## config.mk

```make
export PLATFORM = sky130hd
export DESIGN_NAME = div_ctrl_flat
export DESIGN_NICKNAME = d
export VERILOG_FILES = /design/src/rtl/div_pkg.sv /design/src/rtl/div_ctrl_if.sv /design/src/rtl/div_iter_step.sv /design/src/rtl/div_ctrl.sv /design/src/flat_wrapper.sv
export SDC_FILE = /design/constraint.sdc
export NUM_CORES = 1
export LEC_CHECK = 0
export CORE_MARGIN = 4
export CORE_UTILIZATION = 52
export CTS_CLUSTER_DIAMETER = 50
export DETAILED_ROUTE_END_ITERATION = 10
export PLACE_DENSITY = 0.81
export SLEW_MARGIN = 20
export SYNTH_ARGS = -nofsm -noshare
export SYNTH_HDL_FRONTEND = slang
export SYNTH_HIERARCHICAL = 1
export SYNTH_SLANG_ARGS = --single-unit
```

## constraint.sdc

```tcl
create_clock -name clk -period 2.9 [get_ports clk]
set_input_delay 0.435 -clock clk [delete_from_list [all_inputs] [get_ports clk]]
set_output_delay 0.435 -clock clk [all_outputs]
set_load 0.01 [all_outputs]
```

## src/rtl/div_pkg.sv

```systemverilog
// Shared types and constants for the iterative radix-2 divider.
//   div_state_e       : sequencer state encoding (2 bits)
//   DIV_WIDTH         : default operand/result width
//   div_cnt_w()       : iteration counter width for a given operand width
//   DIV_CNT_W         : counter width at the default operand width
//   DIV_ZERO_QUO_FILL : fill bit of the zero-divisor quotient (all ones)
package div_pkg;

  localparam int unsigned DIV_WIDTH = 32;

  // Counter must reach WIDTH itself, hence WIDTH+1 codes.
  function automatic int unsigned div_cnt_w(input int unsigned w);
    return $clog2(w + 1);
  endfunction

  localparam int unsigned DIV_CNT_W = div_cnt_w(DIV_WIDTH);

  // Zero-divisor quotient is this bit replicated across the result width.
  localparam logic DIV_ZERO_QUO_FILL = 1'b1;

  typedef enum logic [1:0] {
    IDLE = 2'd0,
    RUN  = 2'd1,
    FIX  = 2'd2,
    DONE = 2'd3
  } div_state_e;

endpackage

```

## src/rtl/div_ctrl_if.sv

```systemverilog
// Execute-stage divider handshake bundle.
//   master : drives StartDivE, SignedDivE, AnnulE, OpAE, OpBE
//   slave  : drives DivReadyE, BusyE, ResultLO, ResultHI
interface div_ctrl_if #(
  parameter int unsigned WIDTH = div_pkg::DIV_WIDTH
);
  logic             StartDivE;
  logic             SignedDivE;
  logic             AnnulE;
  logic [WIDTH-1:0] OpAE;
  logic [WIDTH-1:0] OpBE;
  logic             DivReadyE;
  logic             BusyE;
  logic [WIDTH-1:0] ResultLO;
  logic [WIDTH-1:0] ResultHI;

  modport master (
    output StartDivE, SignedDivE, AnnulE, OpAE, OpBE,
    input  DivReadyE, BusyE, ResultLO, ResultHI
  );

  modport slave (
    input  StartDivE, SignedDivE, AnnulE, OpAE, OpBE,
    output DivReadyE, BusyE, ResultLO, ResultHI
  );
endinterface

```

## src/rtl/div_iter_step.sv

```systemverilog
// One combinational restoring-division step on magnitudes.
//   rem_i, quo_i  : partial remainder and dividend/quotient shift register
//   divisor_i     : divisor magnitude
//   rem_o, quo_o  : values after shifting {rem,quo} left and trial subtract
module div_iter_step
  import div_pkg::*;
#(
  parameter int unsigned WIDTH = DIV_WIDTH
) (
  input  logic [WIDTH-1:0] rem_i,
  input  logic [WIDTH-1:0] quo_i,
  input  logic [WIDTH-1:0] divisor_i,
  output logic [WIDTH-1:0] rem_o,
  output logic [WIDTH-1:0] quo_o
);

  logic [WIDTH:0] shifted;
  logic [WIDTH:0] trial;
  logic           fits;

  // Shifted remainder keeps the bit pushed out of rem, so the subtract
  // needs WIDTH+1 bits to hold the borrow.
  assign shifted = {rem_i, quo_i[WIDTH-1]};
  assign trial   = shifted - {1'b0, divisor_i};
  assign fits    = (shifted >= {1'b0, divisor_i});

  always_comb begin
    rem_o = shifted[WIDTH-1:0];
    quo_o = {quo_i[WIDTH-2:0], 1'b0};
    if (fits) begin
      rem_o = trial[WIDTH-1:0];
      quo_o = {quo_i[WIDTH-2:0], 1'b1};
    end
  end

endmodule

```

## src/rtl/div_ctrl.sv

```systemverilog
// Multi-cycle sequencer for DIV/DIVU in the execute stage.
//   clk, rst_n : pipeline clock, async active-low reset
//   bus        : div_ctrl_if.slave (start/sign/annul/operands in,
//                ready/busy/quotient(LO)/remainder(HI) out)
// IDLE latches operand magnitudes, RUN does WIDTH restoring steps,
// FIX applies signs and writes results, DONE pulses DivReadyE.
module div_ctrl
  import div_pkg::*;
#(
  parameter int unsigned WIDTH     = DIV_WIDTH,
  parameter bit          ZERO_FAST = 1'b1
) (
  input  logic       clk,
  input  logic       rst_n,
  div_ctrl_if.slave  bus
);

  localparam int unsigned CNT_W = div_cnt_w(WIDTH);

  div_state_e       state_q, state_d;
  logic [CNT_W-1:0] cnt_q, cnt_d;
  logic [WIDTH-1:0] rem_q, rem_d;
  logic [WIDTH-1:0] quo_q, quo_d;
  logic [WIDTH-1:0] dvs_q, dvs_d;
  logic             qsign_q, qsign_d;
  logic             rsign_q, rsign_d;
  logic [WIDTH-1:0] res_lo_q, res_lo_d;
  logic [WIDTH-1:0] res_hi_q, res_hi_d;

  logic [WIDTH-1:0] step_rem, step_quo;
  logic             a_neg, b_neg;

  div_iter_step #(.WIDTH(WIDTH)) u_step (
    .rem_i     (rem_q),
    .quo_i     (quo_q),
    .divisor_i (dvs_q),
    .rem_o     (step_rem),
    .quo_o     (step_quo)
  );

  assign a_neg = bus.SignedDivE & bus.OpAE[WIDTH-1];
  assign b_neg = bus.SignedDivE & bus.OpBE[WIDTH-1];

  // Next-state and datapath updates.
  always_comb begin
    state_d  = state_q;
    cnt_d    = cnt_q;
    rem_d    = rem_q;
    quo_d    = quo_q;
    dvs_d    = dvs_q;
    qsign_d  = qsign_q;
    rsign_d  = rsign_q;
    res_lo_d = res_lo_q;
    res_hi_d = res_hi_q;
    unique case (state_q)
      IDLE: begin
        if (bus.StartDivE && !bus.AnnulE) begin
          // Dividend magnitude is loaded into quo; it shifts out as quotient bits shift in.
          quo_d   = a_neg ? (~bus.OpAE) + WIDTH'(1) : bus.OpAE;
          dvs_d   = b_neg ? (~bus.OpBE) + WIDTH'(1) : bus.OpBE;
          rem_d   = '0;
          cnt_d   = '0;
          qsign_d = a_neg ^ b_neg;
          rsign_d = a_neg;
          if (ZERO_FAST && (bus.OpBE == '0)) begin
            res_lo_d = {WIDTH{DIV_ZERO_QUO_FILL}};
            res_hi_d = bus.OpAE;
            state_d  = DONE;
          end else begin
            state_d  = RUN;
          end
        end
      end
      RUN: begin
        if (bus.AnnulE) begin
          state_d = IDLE;
        end else begin
          rem_d = step_rem;
          quo_d = step_quo;
          cnt_d = cnt_q + CNT_W'(1);
          if (cnt_q == CNT_W'(WIDTH - 1)) begin
            state_d = FIX;
          end
        end
      end
      FIX: begin
        if (bus.AnnulE) begin
          state_d = IDLE;
        end else begin
          res_lo_d = qsign_q ? (~quo_q) + WIDTH'(1) : quo_q;
          res_hi_d = rsign_q ? (~rem_q) + WIDTH'(1) : rem_q;
          state_d  = DONE;
        end
      end
      DONE: begin
        state_d = IDLE;
      end
      default: begin
        state_d = IDLE;
      end
    endcase
  end

  // State and datapath registers.
  always_ff @(posedge clk or negedge rst_n) begin
    if (!rst_n) begin
      state_q  <= IDLE;
      cnt_q    <= '0;
      rem_q    <= '0;
      quo_q    <= '0;
      dvs_q    <= '0;
      qsign_q  <= 1'b0;
      rsign_q  <= 1'b0;
      res_lo_q <= '0;
      res_hi_q <= '0;
    end else begin
      state_q  <= state_d;
      cnt_q    <= cnt_d;
      rem_q    <= rem_d;
      quo_q    <= quo_d;
      dvs_q    <= dvs_d;
      qsign_q  <= qsign_d;
      rsign_q  <= rsign_d;
      res_lo_q <= res_lo_d;
      res_hi_q <= res_hi_d;
    end
  end

  // Ready and busy decode directly from the state register.
  assign bus.DivReadyE = (state_q == DONE);
  assign bus.BusyE     = (state_q == RUN);
  assign bus.ResultLO  = res_lo_q;
  assign bus.ResultHI  = res_hi_q;

endmodule
```

## src/flat_wrapper.sv

```systemverilog
// flat-port wrapper written by rule: the top's interface ports become plain ports
module div_ctrl_flat import div_pkg::*;
#(
  parameter int unsigned WIDTH     = DIV_WIDTH,
  parameter bit          ZERO_FAST = 1'b1
)
  (clk, rst_n, bus_StartDivE, bus_SignedDivE, bus_AnnulE, bus_OpAE, bus_OpBE, bus_DivReadyE, bus_BusyE, bus_ResultLO, bus_ResultHI);
  div_ctrl_if #(.WIDTH(WIDTH)) bus_i ();
  input  logic clk;
  input  logic rst_n;
  input wire logic [$bits(bus_i.StartDivE)-1:0] bus_StartDivE;
  input wire logic [$bits(bus_i.SignedDivE)-1:0] bus_SignedDivE;
  input wire logic [$bits(bus_i.AnnulE)-1:0] bus_AnnulE;
  input wire logic [$bits(bus_i.OpAE)-1:0] bus_OpAE;
  input wire logic [$bits(bus_i.OpBE)-1:0] bus_OpBE;
  output wire logic [$bits(bus_i.DivReadyE)-1:0] bus_DivReadyE;
  output wire logic [$bits(bus_i.BusyE)-1:0] bus_BusyE;
  output wire logic [$bits(bus_i.ResultLO)-1:0] bus_ResultLO;
  output wire logic [$bits(bus_i.ResultHI)-1:0] bus_ResultHI;
  assign bus_i.StartDivE = bus_StartDivE;
  assign bus_i.SignedDivE = bus_SignedDivE;
  assign bus_i.AnnulE = bus_AnnulE;
  assign bus_i.OpAE = bus_OpAE;
  assign bus_i.OpBE = bus_OpBE;
  assign bus_DivReadyE = bus_i.DivReadyE;
  assign bus_BusyE = bus_i.BusyE;
  assign bus_ResultLO = bus_i.ResultLO;
  assign bus_ResultHI = bus_i.ResultHI;
  div_ctrl #(.WIDTH(WIDTH), .ZERO_FAST(ZERO_FAST)) u_core (.clk(clk), .rst_n(rst_n), .bus(bus_i));
endmodule
```

* Word level (Yosys, flattened, before mapping)
Index checks and enable logic that the tools add are counted.
** Operators by class
- Eq/ne operators :: 9
- Bitwise operators :: 7
- Order comparisons :: 1
- Reductions and logical operators :: 10
- Add/sub/neg operators :: 6
- Muxes and demuxes :: 29
** Operators with widths (number)
- 2-to-1 mux 32 bit :: 15
- one-hot mux 32 bit (2 select lines) :: 4
- adder 32 x 1 -> 32 bit, second input constant :: 4
- inverter 32 bit :: 4
- greater-or-equal comparator 33 x 32 -> 1 bit :: 1
- logical NOT 32 bit :: 1
- subtractor 32 bit :: 1
- 2-to-1 mux 6 bit :: 2
- one-hot mux 6 bit (2 select lines) :: 1
- 2-to-1 mux 2 bit :: 5
- one-hot mux 2 bit (4 select lines) :: 1
- adder 6 x 1 -> 6 bit, second input constant :: 1
- == test 6 x 5 -> 1 bit, second input constant :: 1
- == test 2 bit, second input constant :: 2
- != test 2 x 1 -> 1 bit, second input constant :: 2
- != test 2 bit, second input constant :: 2
- AND reduction 2 bit :: 2
- AND reduction 4 bit :: 1
- nonzero test 2 bit :: 2
- != test 3 x 2 -> 1 bit, second input constant :: 1
- AND reduction 3 bit :: 1
- AND 1 bit :: 2
- == test 2 x 1 -> 1 bit, second input constant :: 1
- logical NOT 2 bit :: 1
- 4 further kinds :: 4
** Storage, ports and cells
- Input bits :: 69
- Register bits :: 170
- Output and inout bits :: 66
- Word-level logic and storage cells :: 71

* Longest topological paths before layout
Gate-level depths: netlist of the first run.
- Depth in word-level cells :: 5
- Depth in mapped cells :: 16
- Gate-level depth less buffers :: 13

* Modules after synthesis
The synthesis of the first run kept the hierarchy.
** By module, submodules not included
- div_ctrl :: instances 1, area an instance 9603.0 um^2, cells each 1117, seq. area each 4254.1 um^2
- div_iter_step :: instances 1, area an instance 2571.2 um^2, cells each 355, seq. area each 0.0 um^2

* Worst setup path after synthesis of the first run
No wires, ideal clock.
- Kind :: reg2reg
- Start :: register u_core.rem_q[6]
- End :: register u_core.rem_q[30]
- Setup slack :: -163 ps
- Path buffers :: 2
- Data arrival time :: 2930 ps
- Stages on the path, launching flop included :: 15
- Setup time :: 133 ps
- Cell sequence :: dfrtp_1 > ha_1 > a21oi_2 > a211oi_1 > or3_4 > nor4b_4 > o21ai_2 > a31oi_4 > o21a_4 > inv_2 > buf_6 > buf_12 > mux2_4 > nand3_1 > o21ai_0
** Between the ends
- Cells in the longest elaborated chain, start to end :: 4
- Elaborated cells between the ends (all ways) :: 5
** RTL lines
- start, declared :: line div_ctrl.sv:22 : logic [WIDTH-1:0] rem_q, rem_d;
- start signal, assigned :: line div_ctrl.sv:119 : rem_q <= rem_d;
- greater-or-equal comparator 33 x 32 -> 1 bit :: line div_iter_step.sv:25 : assign fits = (shifted >= {1'b0, divisor_i});
- named net u_core.u_step.fits :: line div_iter_step.sv:19 : logic fits;
- 2-to-1 mux 32 bit :: line div_iter_step.sv:30 : if (fits) begin
- named net u_core.step_rem[30] :: line div_ctrl.sv:30 : logic [WIDTH-1:0] step_rem, step_quo;
- 2-to-1 mux 32 bit :: line div_ctrl.sv:75 : if (bus.AnnulE) begin
- one-hot mux 32 bit (2 select lines) :: line div_ctrl.sv:55 : unique case (state_q)
The timed path passes the listed nets, and every way through them passes these cells. The select of a mux whose other input is x is not followed.
A chain may end at the register's enable or synchronous reset.

* Worst setup path after layout of the first run
- Start :: register u_core.dvs_q[11]
- End :: register u_core.rem_q[23]
** Between the ends
- Cells in the longest elaborated chain, start to end :: 4
- Elaborated cells between the ends (all ways) :: 5
** RTL lines
- start, declared :: line div_ctrl.sv:24 : logic [WIDTH-1:0] dvs_q, dvs_d;
- start signal, assigned :: line div_ctrl.sv:121 : dvs_q <= dvs_d;
- subtractor 32 bit or greater-or-equal comparator 33 x 32 -> 1 bit (tied branches) :: line div_iter_step.sv:24, div_iter_step.sv:25
- 2-to-1 mux 32 bit * :: line div_iter_step.sv:30
- named net u_core.step_rem[23] :: line div_ctrl.sv:30
- 2-to-1 mux 32 bit * :: line div_ctrl.sv:75
- one-hot mux 32 bit (2 select lines) * :: line div_ctrl.sv:55
The timed path passes the listed nets; every way through them passes the cells marked *. The select of a mux whose other input is x is not followed.

==> results of run 1 <==
-- critical path, stage by stage (launching register included) --
cell and delay [ps]:
dfrtp_1 390, inv_2 90, ha_4 230, nand4_1 160
nor3_2 50, buf_4 140, a31o_4 250, nor4b_4 360
o21ai_2 130, a31oi_4 190, o21a_4 190, inv_8 50
buf_8 130, mux2_4 290, nand3_1 80, nand2_1 80
-- worst min-delay path by stage --
stage                          start                      to  depth (start not counted)
finish              u_core/dvs_q[18]        u_core/dvs_q[18]                          2
global route         u_core/dvs_q[5]         u_core/dvs_q[5]                          2
CTS                 u_core/dvs_q[18]        u_core/dvs_q[18]                          2
detailed placement             rst_n         u_core/quo_q[4]                          1
global placement               rst_n         u_core/quo_q[5]                          1
floorplan                      rst_n  u_core/bus.ResultHI[0]                          0
-- sequential cells by signal, indices dropped and copies added, names as in the netlist --
signal	cells
u_core/state_q	2
u_core/bus.ResultLO	32
u_core/bus.ResultHI	32
u_core/dvs_q	32
u_core/rem_q	32
u_core/rsign_q	1
u_core/cnt_q	6
u_core/quo_q	32
u_core/qsign_q	1
-- synthesized netlist by cell type (all sizes together) (3+ instances only) --
library cell and count:
nand2 197, dfrtp 170, o21ai 151, nor2 129, a21oi 78, xor2 73, xnor2 70, clkbuf 62
buf 53, nand3 53, inv 52, o31ai 38, ha 37, a31oi 35, mux2 30, or3 28
nor3 23, o41ai 19, or4 17, nand4 16, mux2i 14, nor4 13, nor2b 11, a21o 9
nand2b 8, o22ai 7, o211ai 6, and2 5, and3 5, nor4b 5, o21a 5, o21bai 5
or2 5, a21boi 4, nor3b 4, a211oi 3, a31o 3, or4b 3
-- layout make-up --
type / count / area [um2] / area share [%]
repair buffers: 328 / 2922 / 18.52
inverters: 52 / 202.7 / 1.285
clock buffers: 19 / 442.9 / 2.808
multi-input cells: 1135 / 7427 / 47.08
clock inverters: 13 / 132.6 / 0.8408
well taps: 313 / 391.6 / 2.483
flip-flops and latches: 170 / 4255 / 26.98
-- where the power goes --
part / internal [mW] / switching (mW)
Sequential: 3.06 / 0.689
Clock: 1.23 / 1.05
Combinational: 3.26 / 3.37
Total: 7.55 / 5.11
-- metrics by stage --
stage	hold slack [ps]	cell area [um2]	setup TNS (ps)	instances	setup WS, ps
6_report	483.7	15770	-332.1	2030	-45.39
5_1_grt	507.1	15770	-3090	2030	-132.4
4_1_cts	486.1	15510	-9.064	2023	-9.064
3_5_place_dp	461.2	14780	-12090	1986	-231.9
3_3_place_gp	450.6	14780	-7263	1986	-147.9
2_1_floorplan	139.4	12190	-853.4	1472	-119.7
-- routing by layer --
metal,wire length (um),vias to the layer above
li1,-,5663
met5,0,-
met3,2873,140
met4,1594,0
met2,18310,676
met1,14470,5783
-- timing repair --
| item | 4_1_cts | 5_1_grt |
|---|---|---|
| hold buffers | 1 | 0 |
| gates resized for setup | 23 | 39 |
| setup endpoints to repair | 31 | 33 |
| setup buffers | 4 | 7 |
| gates cloned | 0 | 1 |
| pin swaps | 12 | 26 |
| hold endpoints to repair | 11 | 0 |
-- logic make-up after synthesis --
kind of cell / Yosys count
xor gates and xnor gates: 143
muxes: 44
adders and majority gates: 38
and+or+nand+nor: 531
buffers and inverters: 167
DFF: 170
AOI/OAI and AO/OA: 379
==> reports/metrics.cfg, run 1 <==
[timing]
post-route-period-util_pct = 101.6
finalHoldViolCount = 0
rsz0062_at_grt = yes
worstMarginPinSlew_ps = 1043
setup_viol = 16
timing.slew.headroom_pct = 30.49
finClkSkew_ps = 14.40
achievable-frequency_mhz = 339.5
slew_violations = 0
min_period_ps = 2945
setup_slack_ps = -45.39

[power_and_ir_drop]
p_per_area_nw_per_um2 = 802.8
p_leak_nw = 6.915
peakVddDrop_mv = 0.3613
totalPowerFinal_mw = 12.66

[synthesis]
synth_top_area_cell = dfrtp_1
synth_nets = 1579
ys_seq_area_share_pct = 34.94
synth_top_area_share_pct = 34.94
netlist_instances = 1472
async_flop_share_pct = 100.0
synth-simple-area-share_pct = 20.74
synth-edff-count = 0
yosysWarnings = 6
synth_xor_area_share_pct = 10.29
ys_top_cells_by_area = dfrtp_1 (35%), nand2_1 (6.1%), o21ai_0 (5.5%), xor2_1 (5.3%), xnor2_1 (5.0%)
synthFlopType = dfrtp_1
yosys-mux-area-fraction_pct = 4.203
synth_seq_cells = 170
postSynthAreaPerCell_um2 = 8.271
synth_compound_area_share_pct = 19.11
synth_top_family_by_area = simple AND/OR/NAND/NOR gates
synthAdderAreaFrac_pct = 3.967
synthesis.area_um2 = 12170
ys_types = 77

[cells_and_area]
finish.utilization_pct = 69.04
antennaDiodeCount = 0
fill_cells = 1748
final_cell_mix = nand2_1 (195), buf_4 (182), dfrtp_1 (169), clkdlybuf4s50_1 (133), o21ai_0 (132)
fin_nets = 1811
syn2layout_area_growth_pct = 29.57
final_common_cell = nand2_1
final_layout_size_suffix_gt1_share_pct = 19.45

[die]
row_count = 55
die_width_um = 161.0
die_y_um = 161.0
io_pins = 135
dieArea_um2 = 25920
design.core.area_um2 = 22850
initial_core_util_pct = 53.29

[global_routing]
gr-usage-met1_pct = 33.13
grt_max_degree = 75
top_usage_layer = met2
grt_overflow = 0
grt_usage_pct = 26.93
antenna_found_initial = 0
grt_util_met2_pct = 46.57
met3_usage_pct = 3.904
grt_pass1_wl_mm = 57.18
grt_pass1_vias = 11580

[clock_tree]
cts_buffers = 17
cts_tree = done
clockRootBuffer = clkbuf_16
h-tree-depth = 4
clk_pin_slew_ps = 70
clk_latency_ps = 440
cts_sinks = 170
clockBufferDepth = 2

[worst_setup_path]
rrSetupSlack_ps = -50
rr_startpoint = u_core/dvs_q[11]
cp_max_fo = 6
crit_end = u_core/rem_q[23]
critical_path_class = reg -> reg
r2r_cells = 15
crit_required_ps = 3220
worst_setup_path_end_kind = flip-flop
reg2reg_to = u_core/rem_q[23]
startpoint = u_core/dvs_q[11]
cp-start-kind = flip-flop
critical_path_arrival_ps = 3260

[detailed_routing]
routed-via-count = 12260
first_pass_iters = 6
vias_per_cell = 6.040
drtIter0Drc = 1215
route.detailed.drc = 0
wl_per_cell_um = 18.35
wl_mm = 37.25
drtAntennaViolNets = 0

[status]
status = complete, but fails checks
violations = setup timing

[placed_design]
hpwl_mm = 26.85
gp_congestion = 0.9454
numPortBuffers = 134

[run]
drv_cap = 0

[worst_hold_path]
hold_class = reg -> reg

Note: power is estimated with default switching activity, not from simulation.
==> run 2, diff against run 1 <==
--- a/config.mk
+++ b/config.mk
@@ -5,11 +5,12 @@
 export SDC_FILE = /design/constraint.sdc
 export NUM_CORES = 1
 export LEC_CHECK = 0
+export ABC_AREA = 1
 export CORE_MARGIN = 4
-export CORE_UTILIZATION = 52
+export CORE_UTILIZATION = 54
 export CTS_CLUSTER_DIAMETER = 50
 export DETAILED_ROUTE_END_ITERATION = 10
-export PLACE_DENSITY = 0.81
+export PLACE_DENSITY = 0.83
 export SLEW_MARGIN = 20
 export SYNTH_ARGS = -nofsm -noshare
 export SYNTH_HDL_FRONTEND = slang
==> reports/metrics.cfg, run 2 <==
[clock_tree]
ctsResizeCount = 0  ; was 23
clockBufferDepth = 2  ; unchanged
cts_setup_buffers = 0  ; was 4
cts_sinks = 170  ; unchanged
cts_buffers = 17  ; unchanged
cts_tree = done  ; unchanged
clk_pin_slew_ps = 70  ; about the same
h-tree-depth = 4  ; unchanged
cts_hold_buf = 0  ; was 1
clockRootBuffer = clkbuf_16  ; unchanged
clk_latency_ps = 440  ; about the same

[detailed_routing]
wl_per_cell_um = 17.39  ; was 18.35 um
first_pass_iters = 7  ; was 6
drtIter0Drc = 1962  ; was 1,215
drtAntennaViolNets = 0  ; unchanged
routed-via-count = 15700  ; was 12,260
vias_per_cell = 5.708  ; was 6.040
route.detailed.drc = 0  ; unchanged
wl_mm = 47.82  ; was 37.25 mm

[worst_setup_path]
critical_path.top_delay_family = simple AND/OR/NAND/NOR gates  ; was compound AO/OA/AOI/OAI gates
cp_slowest_cell = dfrtp_1  ; unchanged
cp_common_cell = nand2_1
critical_path_arrival_ps = 2970  ; was 3260 ps
critical_path_class = reg -> reg  ; unchanged
rr_startpoint = u_core/rem_q[27]  ; was u_core/dvs_q[11]
cp_max_fo = 30  ; was 6
crit_required_ps = 3260  ; was 3220 ps
worst_setup_path_end_kind = flip-flop  ; unchanged
startpoint = u_core/rem_q[27]  ; was u_core/dvs_q[11]
slowest_delay_ps = 440  ; was 390 ps
crit_buf_inv = 2  ; was 4
cp-start-kind = flip-flop  ; unchanged
path_cells = ha_1 > nand2_1 > inv_1 > nand2_1 > nand2_1 > a21oi_1 > nand2_1 > nor2_4 > buf_4 > nand3_1 > nand2_1 > nand3_1 > nand2_1  ; was inv_2 > ha_4 > nand4_1 > nor3_2 > buf_4 > a31o_4 > nor4b_4 > o21ai_2 > a31oi_4 > o21a_4 > inv_8 > buf_8 > mux2_4 > nand3_1 > nand2_1

[global_routing]
grt_usage_pct = 32.55  ; was 26.93%
grt_max_degree = 92  ; was 75
grt_pass1_vias = 14450  ; was 11,580
antenna_found_initial = 0  ; unchanged
grt_pass1_wl_mm = 75.36  ; was 57.18 mm
grt_overflow = 0  ; unchanged

[cells_and_area]
final_cell_mix = nand2_1 (804), inv_1 (295), nand3_1 (253), nor2_1 (210), dfrtp_1 (170)  ; was nand2_1 (195), buf_4 (182), dfrtp_1 (169), clkdlybuf4s50_1 (133), o21ai_0 (132)
final_layout_size_suffix_gt1_share_pct = 5.010  ; was 19.45%
syn2layout_area_growth_pct = 15.24  ; was 29.57%
final_common_cell = nand2_1  ; unchanged
fill_cells = 2464  ; was 1,748
antennaDiodeCount = 0  ; unchanged
fin_nets = 2509  ; was 1,811
fin_area_um2 = 16330  ; was 15,770 um2
final_cells = 2750  ; was 2,030

[power_and_ir_drop]
p_per_area_nw_per_um2 = 1122  ; was 802.8 nW/um2
p_leak_nw = 8.545  ; was 6.915 nW
totalPowerFinal_mw = 18.32  ; was 12.66 mW
peakVddDrop_mv = 0.9453  ; was 0.3613 mV

[placed_design]
hpwl_mm = 37.19  ; was 26.85 mm
dpl.cell_count = 2718  ; was 1,986
place_area_um2 = 15710  ; was 14,780 um2
gp_congestion = 1.024  ; was 0.9454
numPortBuffers = 134  ; unchanged

[timing]
slew_violations = 0  ; unchanged
min_period_ps = 2606  ; was 2945 ps
finalHoldViolCount = 0  ; unchanged
post-route-period-util_pct = 89.86  ; was 101.6%
finClkSkew_ps = 17.47  ; was 14.40 ps
rsz0062_at_grt = no  ; was yes
setup_viol = 0  ; was 16
worstMarginPinSlew_ps = 829.2  ; was 1043 ps
timing.slew.headroom_pct = 44.72  ; was 30.49%
holdWs_ps = 35.95  ; was 483.7 ps
achievable-frequency_mhz = 383.7  ; was 339.5 MHz
tns_ps = 0  ; was -332.1 ps

[synthesis]
netlist_instances = 2315  ; was 1,472
synth_top_area_cell = dfrtp_1  ; unchanged
synthesis.area_um2 = 14170  ; was 12,170 um2
ys_seq_area_share_pct = 30.03  ; was 34.94%
synth_seq_cells = 170  ; unchanged
synth_nets = 2422  ; was 1,579
synth_top_area_share_pct = 30.03  ; was 34.94%
async_flop_share_pct = 100.0  ; unchanged
ys_types = 43  ; was 77
postSynthAreaPerCell_um2 = 6.119  ; was 8.271 um2
synth-edff-count = 0  ; unchanged
synth.most_common_cell = nand2_1  ; unchanged
ys_top_cells_by_area = dfrtp_1 (30%), nand2_1 (21%), nand3_1 (8.9%), inv_1 (7.8%), nor2_1 (5.6%)  ; was dfrtp_1 (35%), nand2_1 (6.1%), o21ai_0 (5.5%), xor2_1 (5.3%), xnor2_1 (5.0%)
synthFlopType = dfrtp_1  ; unchanged
synth_commonest_cells = nand2_1 (805), inv_1 (295), nand3_1 (253), nor2_1 (211), dfrtp_1 (170)  ; was nand2_1 (197), dfrtp_1 (170), o21ai_0 (134), nor2_1 (129), a21oi_1 (77)
yosysWarnings = 6  ; unchanged

[die]
initial_core_util_pct = 54.67  ; was 53.29%
design.core.area_um2 = 25910  ; was 22,850 um2
dieArea_um2 = 28890  ; was 25,920 um2
die_width_um = 170.0  ; was 161.0 um
row_count = 59  ; was 55
io_pins = 135  ; unchanged
die_y_um = 170.0  ; was 161.0 um

[run]
drv_cap = 0  ; unchanged

[worst_hold_path]
hold_class = in -> async  ; was reg -> reg

[status]
status = finished, final reports clean  ; was complete, but fails checks

run 2: changes by cell type in the layout (fill, tap and decap cells not counted), moves of 25 or more:
cell     delta
nand2_1   +609
inv_1     +251
nand3_1   +206
buf_4     -146
nor2_1     +82
xnor2_1    -66
xor2_1     -44
o31ai_1    -27
or3_1      -26
o21ai_0    +25
run 2: logic make-up after synthesis:
kind of cell	count (synthesis)	share of synthesized area, %
AOI/OAI and AO/OA	288	10.87
xor gates and xnor gates	32	1.978
adders and majority gates	38	3.409
buffers and inverters	411	12.52
DFF	170	30.03
and+or+nand+nor	1376	41.19
run 2: worst paths after layout:
path	to	slack, ps	cells after the start
min in group clk	u_core/bus.ResultLO[31]	480	2
min	u_core/rem_q[6]	40	1
max	u_core/rem_q[10]	290	13
max reg2reg	u_core/rem_q[10]	290	13
max in group asynchronous	u_core/quo_q[16]	2020	2
min reg2reg	u_core/bus.ResultLO[31]	480	2
run 2: report_power, final:
part           leakage (nW)  switching [mW]  total (mW)  internal (mW)
combinational          6.10            7.54        11.5           4.00
clock                 0.298            1.20        2.38           1.18
sequential             2.15           0.994        4.40           3.40
run 2: final cells by class:
cell class / instances / area, um2 / area share (%)
Inverter: 302 / 1134 / 6.944
Clock inverter: 15 / 187.7 / 1.150
Tap cell: 335 / 419.2 / 2.567
Timing Repair Buffer: 177 / 1753 / 10.74
Clock buffer: 17 / 425.4 / 2.606
Sequential cell: 170 / 4254 / 26.06
Multi-Input combinational cell: 1734 / 8153 / 49.94
run 2: metrics by stage:
step | util (%) | setup slack (ps)
4_1_cts | 63.01 | 363.2
2_1_floorplan | - | 800.8
3_3_place_gp | 60.64 | 320.2
6_report | 63.01 | 294.0
3_5_place_dp | 60.64 | 272.0
5_1_grt | 63.01 | 169.2
run 2: per-layer routing:
metal | vias up | track usage [%] | part of all wire, %
li1 | 7523 | - | -
met1 | 7167 | 47.05 | 43
met2 | 883 | 48.66 | 43
met3 | 124 | 7.364 | 11
met4 | 0 | 10.42 | 3.1
met5 | - | 0 | 0
==> run 3, diff against run 2 <==
--- a/config.mk
+++ b/config.mk
@@ -7,12 +7,11 @@
 export LEC_CHECK = 0
 export ABC_AREA = 1
 export CORE_MARGIN = 4
-export CORE_UTILIZATION = 54
+export CORE_UTILIZATION = 53
 export CTS_CLUSTER_DIAMETER = 50
 export DETAILED_ROUTE_END_ITERATION = 10
-export PLACE_DENSITY = 0.83
+export PLACE_DENSITY = 0.82
 export SLEW_MARGIN = 20
 export SYNTH_ARGS = -nofsm -noshare
 export SYNTH_HDL_FRONTEND = slang
-export SYNTH_HIERARCHICAL = 1
 export SYNTH_SLANG_ARGS = --single-unit
==> reports/metrics.cfg, run 3 <==
[synthesis]
synth_commonest_cells = nand2_1 (739), inv_1 (325), nand3_1 (261), nor2_1 (199), dfrtp_1 (170)  ; was nand2_1 (805), inv_1 (295), nand3_1 (253), nor2_1 (211), dfrtp_1 (170)
synth_top_area_cell = dfrtp_1  ; unchanged
async_flop_share_pct = 100.0  ; unchanged
synth-edff-count = 0  ; unchanged
synth_seq_cells = 170  ; unchanged
synth.most_common_cell = nand2_1  ; unchanged
synth_top_area_share_pct = 31.34  ; was 30.03%
netlist_instances = 2224  ; was 2,315
synth_nets = 2331  ; was 2,422
synthesis.area_um2 = 13570  ; was 14,170 um2
ys_top_cells_by_area = dfrtp_1 (31%), nand2_1 (20%), nand3_1 (9.6%), inv_1 (9.0%), nor2_1 (5.5%)  ; was dfrtp_1 (30%), nand2_1 (21%), nand3_1 (8.9%), inv_1 (7.8%), nor2_1 (5.6%)
synthFlopType = dfrtp_1  ; unchanged
ys_seq_area_share_pct = 31.34  ; was 30.03%
ys_types = 42  ; was 43
postSynthAreaPerCell_um2 = 6.103  ; was 6.119 um2
yosysWarnings = 0  ; was 6

[placed_design]
hpwl_mm = 33.88  ; was 37.19 mm
place_area_um2 = 15340  ; was 15,710 um2
gp_congestion = 0.9988  ; was 1.024
numPortBuffers = 134  ; unchanged

[clock_tree]
clockBufferDepth = 2  ; unchanged
ctsResizeCount = 0  ; unchanged
h-tree-depth = 4  ; unchanged
clockRootBuffer = clkbuf_16  ; unchanged
cts_setup_buffers = 0  ; unchanged
clk_latency_ps = 450  ; was 440 ps
cts_tree = done  ; unchanged
cts_sinks = 170  ; unchanged
clk_pin_slew_ps = 70  ; about the same
cts_buffers = 17  ; unchanged

[die]
row_count = 58  ; was 59
die_y_um = 168.0  ; was 170.0 um
design.core.area_um2 = 25180  ; was 25,910 um2
dieArea_um2 = 28230  ; was 28,890 um2
initial_core_util_pct = 53.90  ; was 54.67%
io_pins = 135  ; unchanged
die_width_um = 168.0  ; was 170.0 um

[timing]
min_period_ps = 2614  ; was 2606 ps
setup_viol = 0  ; unchanged
post-route-period-util_pct = 90.14  ; was 89.86%
timing.slew.headroom_pct = 52.17  ; was 44.72%
finalHoldViolCount = 0  ; unchanged
slew_violations = 0  ; unchanged
finClkSkew_ps = 14.71  ; was 17.47 ps
tns_ps = 0  ; unchanged
rsz0062_at_grt = no  ; unchanged
achievable-frequency_mhz = 382.5  ; was 383.7 MHz
worstMarginPinSlew_ps = 710.9  ; was 829.2 ps

[power_and_ir_drop]
p_leak_nw = 8.316  ; was 8.545 nW
p_per_area_nw_per_um2 = 1016  ; was 1122 nW/um2
peakVddDrop_mv = 0.5023  ; was 0.9453 mV

[cells_and_area]
final_common_cell = nand2_1  ; unchanged
final_cell_mix = nand2_1 (739), inv_1 (325), nand3_1 (261), nor2_1 (198), dfrtp_1 (170)  ; was nand2_1 (804), inv_1 (295), nand3_1 (253), nor2_1 (210), dfrtp_1 (170)
antennaDiodeCount = 0  ; unchanged
syn2layout_area_growth_pct = 17.60  ; was 15.24%
fin_nets = 2447  ; was 2,509
fill_cells = 2352  ; was 2,464
final_layout_size_suffix_gt1_share_pct = 4.080  ; was 5.010%
fin_area_um2 = 15960  ; was 16,330 um2

[worst_setup_path]
critical_path_arrival_ps = 2950  ; was 2970 ps
startpoint = u_core.rem_q[14]  ; was u_core/rem_q[27]
crit_required_ps = 3230  ; was 3260 ps
critical_path.top_delay_family = simple AND/OR/NAND/NOR gates  ; unchanged
worst_setup_path_end_kind = flip-flop  ; unchanged
crit_buf_inv = 0  ; was 2
cp_common_cell = nand2_1  ; unchanged
cp_slowest_cell = dfrtp_1  ; unchanged
path_cells = ha_1 > nand2_1 > nor2_1 > nand2_1 > nor2_1 > nand3_1 > nand3_1 > nor2_2 > nand2_4 > nand2_1 > nand3_1 > nand2_1  ; was ha_1 > nand2_1 > inv_1 > nand2_1 > nand2_1 > a21oi_1 > nand2_1 > nor2_4 > buf_4 > nand3_1 > nand2_1 > nand3_1 > nand2_1
cp-start-kind = flip-flop  ; unchanged
rr_startpoint = u_core.rem_q[14]  ; was u_core/rem_q[27]
cp_max_fo = 33  ; was 30
slowest_delay_ps = 490  ; was 440 ps
critical_path_class = reg -> reg  ; unchanged

[global_routing]
antenna_found_initial = 0  ; unchanged
grt_pass1_wl_mm = 69.54  ; was 75.36 mm
grt_usage_pct = 30.06  ; was 32.55%
grt_overflow = 0  ; unchanged
grt_max_degree = 64  ; was 92
grt_pass1_vias = 13760  ; was 14,450

[detailed_routing]
drtAntennaViolNets = 0  ; unchanged
wl_per_cell_um = 16.05  ; was 17.39 um
first_pass_iters = 5  ; was 7
route.detailed.drc = 0  ; unchanged
wl_mm = 43.06  ; was 47.82 mm
drtIter0Drc = 1671  ; was 1,962
routed-via-count = 14800  ; was 15,700
vias_per_cell = 5.517  ; was 5.708

[run]
drv_cap = 0  ; unchanged

[status]
status = finished, final reports clean  ; unchanged

[worst_hold_path]
hold_class = reg -> reg  ; was in -> async
hold_path.startpoint = u_core.dvs_q[30]

run 3: cell types whose count changed after synthesis, sizes merged, moves of 7 or more:
cell    delta
a21oi     +22
buf       -49
nand2     -70
nor2      -15
nand4     -11
a31oi      -9
or2        +7
o21ai     -33
inv       +30
clkbuf    +11
xnor2     +12
run 3: cell type report:
| type | instances | area (um2) | share of cell area (%) |
|---|---|---|---|
| clock buffers | 18 | 439.2 | 2.751 |
| clock inverters | 14 | 171.4 | 1.074 |
| inverters | 336 | 1261 | 7.902 |
| multi-input cells | 1647 | 7772 | 48.69 |
| flip-flops and latches | 170 | 4254 | 26.65 |
| well taps | 330 | 412.9 | 2.587 |
| repair buffers | 168 | 1650 | 10.34 |
run 3: path summary, 6_finish.rpt:
kind | end | slack [ps] | cells past startpoint
max in group asynchronous | u_core.dvs_q[14] | 1610 | 3
worst max register to register | u_core.rem_q[15] | 290 | 12
worst min-delay path | u_core.dvs_q[30] | 490 | 2
worst max-delay path | u_core.rem_q[15] | 290 | 12
worst min register to register | u_core.dvs_q[30] | 490 | 2
min in group asynchronous | u_core.bus.ResultLO[3] | 510 | 2
run 3: per-layer routing:
layer | vias up | wire length [um] | global-route usage, %
met1 | 6785 | 19590 | 42.97
met3 | 88 | 3135 | 4.250
met5 | - | 0 | 0
met2 | 644 | 19210 | 47.64
met4 | 0 | 1124 | 8.963
li1 | 7285 | - | -
run 3: per-stage QoR:
step | cells | total power [mW] | setup slack, ps | hold WS, ps | util, %
final | 2683 | 16.22 | 285.9 | 486.5 | 63.39
after global routing | 2683 | 17.54 | 132.6 | 501.0 | 63.39
after CTS | 2683 | 16.06 | 320.7 | 490.0 | 63.39
after detailed placement | 2650 | 13.60 | 264.4 | 441.0 | 60.92
after global placement | 2650 | 13.41 | 334.5 | 436.6 | 60.92
after floorplan | 2224 | 10.39 | 942.6 | 139.4 | -
run 3: cells by family (layout without fill, tap and decap cells):
family	Yosys count	in the layout	share of synthesized area (%)
xor+xnor	40	40	2.581
simple gates	1287	1287	39.63
fa+ha+maj	38	38	3.558
flops	170	170	31.34
buf+inv	407	536	11.62
compound gates	282	282	11.27
run 3: repair_timing:
action | 4_1_cts | 5_1_grt
setup endpoints to repair | 0 | 0
hold buffers | 1 | 0
hold endpoints to repair | 56 | 0
run 3: worst reg2reg max path: cells and delay by family (launching register included):
family	cells	cell delay, ps
adders and majority gates	1	430
DFF	1	490
and+or+nand+nor	11	1580
run 3: power breakdown:
part | leakage [nW] | total, mW | switching (mW) | internal, mW
registers | 2.10 | 4.21 | 0.868 | 3.34
logic | 5.91 | 9.61 | 6.15 | 3.46
clock network | 0.301 | 2.40 | 1.14 | 1.26
total | 8.32 | 16.2 | 8.15 | 8.07
